--- src/rtl/stopwatch_pkg.sv ---
// Shared constants and helpers for the stopwatch display path.
package stopwatch_pkg;

  localparam int unsigned NUM_DIGITS = 4;
  localparam int unsigned DIG_W      = 2;
  localparam int unsigned FIELD_W    = 6;
  localparam int unsigned CODE_W     = 4;
  localparam int unsigned SEG_W      = 7;
  localparam int unsigned MAX_FIELD  = 59;

  // Digit slots, rightmost first.
  typedef enum logic [DIG_W-1:0] {
    DIG_SEC_ONES = 2'd0,
    DIG_SEC_TENS = 2'd1,
    DIG_MIN_ONES = 2'd2,
    DIG_MIN_TENS = 2'd3
  } digit_e;

  typedef enum logic {
    PH_VISIBLE = 1'b0,
    PH_HIDDEN  = 1'b1
  } phase_e;

  // Decoder input codes beyond the decimal digits.
  localparam logic [CODE_W-1:0] CODE_DASH  = 4'hA;
  localparam logic [CODE_W-1:0] CODE_BLANK = 4'hF;

  // Active-low {g,f,e,d,c,b,a} patterns.
  localparam logic [SEG_W-1:0] SEG_0     = 7'b1000000;
  localparam logic [SEG_W-1:0] SEG_1     = 7'b1111001;
  localparam logic [SEG_W-1:0] SEG_2     = 7'b0100100;
  localparam logic [SEG_W-1:0] SEG_3     = 7'b0110000;
  localparam logic [SEG_W-1:0] SEG_4     = 7'b0011001;
  localparam logic [SEG_W-1:0] SEG_5     = 7'b0010010;
  localparam logic [SEG_W-1:0] SEG_6     = 7'b0000010;
  localparam logic [SEG_W-1:0] SEG_7     = 7'b1111000;
  localparam logic [SEG_W-1:0] SEG_8     = 7'b0000000;
  localparam logic [SEG_W-1:0] SEG_9     = 7'b0010000;
  localparam logic [SEG_W-1:0] SEG_DASH  = 7'b0111111;
  localparam logic [SEG_W-1:0] SEG_BLANK = 7'b1111111;

  // Tens or ones decimal digit of a 0..59 field value.
  function automatic logic [CODE_W-1:0] bcd_digit(input logic [FIELD_W-1:0] value,
                                                  input logic tens);
    return tens ? CODE_W'(value / 6'd10) : CODE_W'(value % 6'd10);
  endfunction

endpackage

--- src/rtl/stopwatch_display_seg7_decoder.sv ---
// Combinational digit code to active-low seven-segment pattern.
module seg7_decoder
  import stopwatch_pkg::*;
(
  input  logic [CODE_W-1:0] code,
  output logic [SEG_W-1:0]  seg_c
);

  always_comb begin
    seg_c = SEG_BLANK;
    case (code)
      4'd0:      seg_c = SEG_0;
      4'd1:      seg_c = SEG_1;
      4'd2:      seg_c = SEG_2;
      4'd3:      seg_c = SEG_3;
      4'd4:      seg_c = SEG_4;
      4'd5:      seg_c = SEG_5;
      4'd6:      seg_c = SEG_6;
      4'd7:      seg_c = SEG_7;
      4'd8:      seg_c = SEG_8;
      4'd9:      seg_c = SEG_9;
      CODE_DASH: seg_c = SEG_DASH;
      default:   seg_c = SEG_BLANK;
    endcase
  end

endmodule

--- src/rtl/stopwatch_display.sv ---
// Multiplexed MM.SS seven-segment driver with blinking of the field under adjustment.
module stopwatch_display
  import stopwatch_pkg::*;
#(
  parameter int unsigned REFRESH_DIV = 100000,
  parameter int unsigned BLINK_DIV   = 25000000
) (
  input  logic               clk,
  input  logic               rst_n,
  input  logic [FIELD_W-1:0] minutes,
  input  logic [FIELD_W-1:0] seconds,
  input  logic               adj,
  input  logic               sel,
  output logic [3:0]         an,
  output logic [7:0]         seg
);

  localparam int unsigned REF_W   = (REFRESH_DIV > 1) ? $clog2(REFRESH_DIV) : 1;
  localparam int unsigned BLINK_W = (BLINK_DIV > 1) ? $clog2(BLINK_DIV) : 1;

  logic [FIELD_W-1:0] min_q, sec_q;
  logic               adj_q, sel_q;
  logic [REF_W-1:0]   ref_cnt_q, ref_cnt_d;
  logic [BLINK_W-1:0] blink_cnt_q, blink_cnt_d;
  digit_e             dig_q, dig_d;
  phase_e             phase_q, phase_d;

  logic [FIELD_W-1:0] field;
  logic [CODE_W-1:0]  code;
  logic [SEG_W-1:0]   dec_seg_c;
  logic               blank;
  logic [3:0]         an_d;
  logic [7:0]         seg_d;

  // State registers: input capture, scan/blink counters, outputs.
  always_ff @(posedge clk or negedge rst_n) begin
    if (!rst_n) begin
      min_q       <= '0;
      sec_q       <= '0;
      adj_q       <= 1'b0;
      sel_q       <= 1'b0;
      ref_cnt_q   <= '0;
      blink_cnt_q <= '0;
      dig_q       <= DIG_SEC_ONES;
      phase_q     <= PH_VISIBLE;
      an          <= 4'b1111;
      seg         <= 8'hFF;
    end else begin
      min_q       <= minutes;
      sec_q       <= seconds;
      adj_q       <= adj;
      sel_q       <= sel;
      ref_cnt_q   <= ref_cnt_d;
      blink_cnt_q <= blink_cnt_d;
      dig_q       <= dig_d;
      phase_q     <= phase_d;
      an          <= an_d;
      seg         <= seg_d;
    end
  end

  // Next-state: digit scan and blink phase.
  always_comb begin
    ref_cnt_d   = ref_cnt_q + REF_W'(1);
    dig_d       = dig_q;
    blink_cnt_d = blink_cnt_q;
    phase_d     = phase_q;

    if (ref_cnt_q == REF_W'(REFRESH_DIV - 1)) begin
      ref_cnt_d = '0;
      dig_d     = digit_e'(dig_q + 2'd1);
    end

    if (!adj_q) begin
      blink_cnt_d = '0;
      phase_d     = PH_VISIBLE;
    end else if (blink_cnt_q == BLINK_W'(BLINK_DIV - 1)) begin
      blink_cnt_d = '0;
      phase_d     = (phase_q == PH_VISIBLE) ? PH_HIDDEN : PH_VISIBLE;
    end else begin
      blink_cnt_d = blink_cnt_q + BLINK_W'(1);
    end
  end

  // Output mux: pick field/digit, dash out-of-range fields, blank the selected field when hidden.
  always_comb begin
    field = dig_q[1] ? min_q : sec_q;
    code  = bcd_digit(field, dig_q[0]);
    if (field > FIELD_W'(MAX_FIELD)) begin
      code = CODE_DASH;
    end
    // sel=1 targets seconds (dig_q[1]=0), sel=0 targets minutes.
    blank = adj_q && (phase_q == PH_HIDDEN) && (dig_q[1] != sel_q);
    an_d  = blank ? 4'b1111 : 4'(~(4'b0001 << dig_q));
    seg_d = {(blank || (dig_q != DIG_MIN_ONES)), dec_seg_c};
  end

  seg7_decoder u_dec (
    .code  (blank ? CODE_BLANK : code),
    .seg_c (dec_seg_c)
  );

endmodule

--- config.mk ---
export PLATFORM = sky130hd
export DESIGN_NAME = stopwatch_display
export DESIGN_NICKNAME = d
export VERILOG_FILES = /design/src/rtl/stopwatch_pkg.sv /design/src/rtl/stopwatch_display_seg7_decoder.sv /design/src/rtl/stopwatch_display.sv
export SDC_FILE = /design/constraint.sdc
export NUM_CORES = 1
export LEC_CHECK = 0
export ABC_CLOCK_PERIOD_IN_PS = 4000
export BUFFER_PORTS_ARGS = -buffer_cell sky130_fd_sc_hd__buf_2
export CAP_MARGIN = 20
export CORE_AREA = 2 2 102 104
export DETAILED_ROUTE_END_ITERATION = 10
export DIE_AREA = 0 0 104 106
export HOLD_SLACK_MARGIN = 0.03
export PLACE_DENSITY = 0.51
export SYNTH_ARGS = -nofsm -noshare
export SYNTH_HDL_FRONTEND = slang
export SYNTH_SLANG_ARGS = --single-unit
--- constraint.sdc ---
create_clock -name clk -period 4 [get_ports clk]
set_input_delay 0.6 -clock clk [delete_from_list [all_inputs] [get_ports clk]]
set_output_delay 0.6 -clock clk [all_outputs]
set_load 0.005 [all_outputs]
---- Word-level counts from Yosys, hierarchy flattened ----
Memory sizes are Yosys's and may differ from the RTL's. A register that Yosys moved wholly into a read port is not among the register bits.
Index checks and enable logic that the tools add are counted.
word-level totals
  bits in registers ....................... 71
  bits in read-only memories .............. 112
  bits of input ports ..................... 16
  output and inout bits ................... 12
  word-level logic and storage cells ...... 39
  memories kept ........................... 1
cells by class
  add/sub/neg operators ................... 3
  divide/modulo/power cells ............... 2
  magnitude comparators ................... 1
  equality and inequality tests ........... 5
  shift-type cells ........................ 1
  muxes and demuxes ....................... 11
  bitwise logic cells ..................... 1
  reductions and logical operators ........ 4
memory list
  memory            words  width  rd ports  clocked after Yosys merged registers in  write ports  line                                  text
  (name not given)  16     7      1         1                                        0            stopwatch_display_seg7_decoder.sv:11  case (code)
operators with widths
  kind                     count
  $mux W25                 2
  $add A25 B1 Y25 const B  1
  $eq A25 B25 Y1 const B   1
  $add A17 B1 Y17 const B  1
  $eq A17 B17 Y1 const B   1
  $mux W17                 1
  $mux W4                  4
  $div A6 B4 Y6 const B    1
  $gt A6 B6 Y1 const B     1
  $mod A6 B4 Y6 const B    1
  $mux W6                  1
  $not A4 Y4               1
  $shl A1 B2 Y4 const A    1
  $mux W1                  3
  $add A2 B1 Y2 const B    1
  $logic_and A1 B1 Y1      2
  $ne A2 B1 Y1 const B     1
  $ne A2 B2 Y1 const B     1
  $logic_not A1 Y1         1
  $logic_or A1 B1 Y1       1
  $ne A1 B1 Y1             1

---- Logic depth before layout (Yosys ltp) ----
  depth after elaboration ................. 5
  mapped depth ............................ 15
  depth with buffers taken out ............ 14

---- Hierarchy ----
A second synthesis with hierarchy kept.
second synthesis, totals
  cells, all modules ...................... 342
  area, all modules ....................... 3560.9 um2
by module, submodules not included
  module             times used  cells each  area each (um2)  seq. area each (um2)
  stopwatch_display  1           309         3334.4           1765.4
  seg7_decoder       1           33          226.5            0.0

---- Worst setup path after synthesis ----
OpenSTA, ideal clock, no wires.
  kind .................................... flip-flop to flip-flop
  from .................................... reg dig_q[1]
  to ...................................... reg seg[0]
  library setup time ...................... 0.081 ns
  arrival time ............................ 3.351 ns
  required time ........................... 3.919 ns
  slack ................................... 0.567 ns
  stages on the path, launching flop included .. 16
  path buffers ............................ 2
  period minus slack after synthesis ...... 3.433 ns
  path through ............................ dfrtp_1 buf_6 mux2_4 clkinv_4 ha_1 nor2b_1 a221oi_1 o21ai_1 o21ai_0 inv_1 ha_1 or3_1 a31o_1 buf_6 or4_4 o211ai_1
on the way
  longest elaborated chain between the ends .. 5
  elaborated cells between the ends (all ways) .. 9
  classes of those cells .................. div: 2; order compare: 1; eq/ne: 1; mux: 4; reduce/logical: 1
ends and longest elaborated chain
  element                                                line                     text
  start, declared                                        stopwatch_display.sv:25  digit_e dig_q, dig_d;
  start signal, assigned                                 stopwatch_display.sv:55  dig_q <= dig_d;
  $mux W6                                                stopwatch_display.sv:87  field = dig_q[1] ? min_q : sec_q;
  $mod A6 B4 Y6 / $div A6 B4 Y6 (equally long branches)  stopwatch_pkg.sv:45      return tens ? CODE_W'(value / 6'd10) : CODE_W'(value % 6'd10);
  $mux W4                                                stopwatch_pkg.sv:45
  $mux W4                                                stopwatch_display.sv:89  if (field > FIELD_W'(MAX_FIELD)) begin
  $mux W4 *                                              stopwatch_display.sv:99  .code (blank ? CODE_BLANK : code),
  end, declared                                          stopwatch_display.sv:15  output logic [7:0] seg
Every way passes the cells marked *; elsewhere a longest branch is shown, timed or not.
A chain may end at the register's enable or synchronous reset.

---- Worst setup path in the final report ----
  from .................................... reg dig_q[1]
  to ...................................... reg seg[3]
Same word-level chain as after synthesis.

==> results by group <==
Outcome
  • Outcome: finished, final reports clean

CTS
  • Clock latency on the worst-skew pair: ~0.35 ns
  • Hold-fix buffers, CTS: 0
  • Reg clk slew, reported paths: 0.09 ns
  • Cts bufs inserted: 9
  • Max H-tree Level: 3
  • CTS tree: done
  • Clock root cell: clkbuf_8
  • Post CTS Setup Buffer Count: 0
  • Clock Sink Count: 70
  • Count of cells resized by post-cts repair: 0
  • Bufs on Longest Clock Path: 2

Pwr
  • Cell-internal power: 0.00110 W
  • NetSw: 0.000386 W
  • Overall power: 0.00149 W
  • Clock power frac: 38.6%
  • Net Sw Frac: 25.9%
  • Power Dens Cells: 381 nW/um2
  • Leak pwr: 1.68 nW
  • Max VDD drop: between 0.0002 and 0.00025 V
  • Logic pwr share: between 10% and 20%
  • Sequential power share: between 50% and 60%

STA
  • Slew margin rel.: 35.4%
  • Minimum clock period: 3.78 ns
  • WHS: 0.0824 ns
  • RSZ-0062 raised after global routing: no
  • Worst-Margin Slew: 0.969 ns
  • Endpoints failing hold: 0
  • Setup_tns: 0 ns
  • Count of pins over their slew limit: 0
  • Fmax: approximately 260 MHz
  • # setup viols final: 0
  • Period utilization: 94.4%
  • Clk_skew: 0.0142 ns

Critical path
  • CP startpoint kind: flip-flop
  • Reg2Reg Setup Slack: 0.22 ns
  • Setup CP Type: reg -> reg
  • R2R cell count: 13
  • CP endpoint: seg[3]
  • CP Launch Point: dig_q[1]
  • CP required: between 4 and 5 ns
  • Crit. End Element: flip-flop
  • Critical R2R Launch: dig_q[1]
  • Worst r2r dst: seg[3]
  • Critical path peak fanout: 9
  • Worst path arrival time: 4.04 ns

GRT
  • Met2 usage: 19.3%
  • Vias in the first global route: 2343
  • Met3 Usage GRT: 3.62%
  • GR Util met1: 17.5%
  • GRT overflow: 0
  • GRT busiest layer: met2
  • First-pass GRT wire length: 11.3 mm
  • Largest net degree at the start of global routing: 48
  • Antenna violations before repair: 0
  • Total track usage: 12.9%

Die
  • Num rows: 37
  • Core ar.: 10000 um2
  • Die ar.: roughly 11000 um2
  • Width of the chip: between 100 and 150 um
  • Effective utilization at floorplan: between 30% and 40%
  • Chip Height: between 100 and 150 um
  • Top Ports: 28

Yosys
  • Seq/Total Area, Yosys: 51.6%
  • FF+latch count, synth: 70
  • Cell Area, Synth: 3420 um2
  • Synth unique cells: 51
  • Mapped Nets: 357
  • Top FF cell, synth: dfrtp_1
  • Mean Syn Cell Area: 10.4 um2
  • Asr flop ratio synth: 100%
  • EDFF count, synth: 0
  • Ys Warns: 0
  • Cells after Synth: 330

Placed design
  • Routability cong.: 0.881
  • Cell total after placement: 487
  • HPWL after DPL: roughly 4.5 mm
  • I/O Buffers: 27

Final layout
  • Final std cells w/o fill: 504
  • Nets@finish: 390
  • Commonest non-fill, non-tap cell in the layout: dfrtp_1
  • Most frequent cells in the layout: dfrtp_1, nor2_1, nand2_1
  • Area Growth Syn to Fin: 14.3%
  • Layout cells sized above 1: 20.1%
  • ANT cells: 0

Routing
  • Drt pass-1 iters: 6
  • Final ANT Viol Nets: 0
  • Drt total wl: 6.48 mm
  • Vias per Instance: about 4.8
  • Starting DRC count in detailed routing: 129
  • WL per Instance: 12.9 um
  • DRC viols: 0
  • Via count: ~2.4k

Run
  • Max Cap Violations: 0

Worst hold path
  • Class of the worst hold path: in -> async
## critical path, stage by stage, from the launching register on
cell      delay [ns]
dfrtp_2         0.45
mux2_2          0.45
inv_2           0.17
ha_1            0.29
nor2b_1         0.17
a221oi_1        0.27
o21ai_1         0.15
o21ai_0         0.17
inv_1           0.08
ha_1            0.19
or3_1           0.36
a31o_1          0.32
or4_4           0.51
o211ai_1        0.11
## cell type report
class / count / area (um2)
Timing Repair Buffer: 31 / 178
Clock inverter: 7 / 73.8
Fill cell: 1012 / 6090
Clock buffer: 9 / 124
Inverter: 14 / 57.6
Multi-Input combinational cell: 237 / 1540
Tap cell: 136 / 170
Sequential cell: 70 / 1770
## per-layer routing
layer,share of wire (%),up-vias
li1,-,1196
met1,50,1137
met2,44,67
met3,3.6,16
met4,2.3,0
met5,0,-
## cells in the mapped netlist (3+ instances only)
cell type  number  area (um2)
nand2b_1        3        18.8
xor2_1         26         228
a21oi_1         4        20.0
a211oi_1        3        22.5
nor2b_1         3        18.8
nand2_1        29         109
inv_1          12        45.0
nand4_1         6        37.5
and3_1          6        37.5
o21ai_0         7        35.0
nand3_1        23         115
xnor2_1        14         123
dfrtp_1        59        1480
nor3_1          6        30.0
o211ai_1        3        22.5
a31oi_1         3        18.8
dfstp_2        11         289
mux2i_1         4        40.0
nor4_1          7        43.8
nor2_1         47         176
ha_1           11         138
clkbuf_1        4        15.0
## metrics by stage
step                area (um2)  setup slack (ns)  utilization, %
finish                    3910             0.223            39.1
global route              3910           0.00285            39.1
floorplan                 3420             0.567               -
CTS                       3890             0.159            38.9
detailed placement        3690             0.203            36.9
global placement          3690             0.325            36.9
## kinds of logic (layout without fill, tap and decap cells)
family / count (synthesis) / in the layout / synth area share, %
xor+xnor: 40 / 40 / 10.2
flops: 70 / 70 / 51.6
compound gates: 35 / 35 / 7.90
buf+inv: 23 / 61 / 3.37
simple gates: 143 / 143 / 20.1
mux: 8 / 8 / 2.71
fa+ha+maj: 11 / 11 / 4.02
## worst min path at each step
stage / from / end / slack, ns / depth (start not counted)
2_1_floorplan: rst_n / adj_q / 0.30 / 0
3_3_place_gp: ref_cnt_q[4] / ref_cnt_q[4] / 0.47 / 1
3_5_place_dp: ref_cnt_q[4] / ref_cnt_q[4] / 0.46 / 1
4_1_cts: minutes[4] / min_q[4] / 0.32 / 1
5_1_grt: rst_n / blink_cnt_q[10] / 0.06 / 1
6_report: rst_n / blink_cnt_q[10] / 0.08 / 1
## flip-flops by register name, summed over array words and instances, names as in the netlist
signal / flops
blink_cnt_q: 25
ref_cnt_q: 17
seg: 7
min_q: 6
sec_q: 6
an: 4
dig_q: 2
adj_q: 1
phase_q: 1
sel_q: 1
## power groups by stage
stage          combinational (W)  clock [W]  sequential [W]
2_1_floorplan          0.0000927          0        0.000776
3_3_place_gp            0.000151          0        0.000774
3_5_place_dp            0.000152          0        0.000774
4_1_cts                 0.000153   0.000601        0.000760
5_1_grt                 0.000175   0.000633        0.000763
6_report                0.000153   0.000575        0.000759
Note: power is estimated with default switching activity, not from simulation.
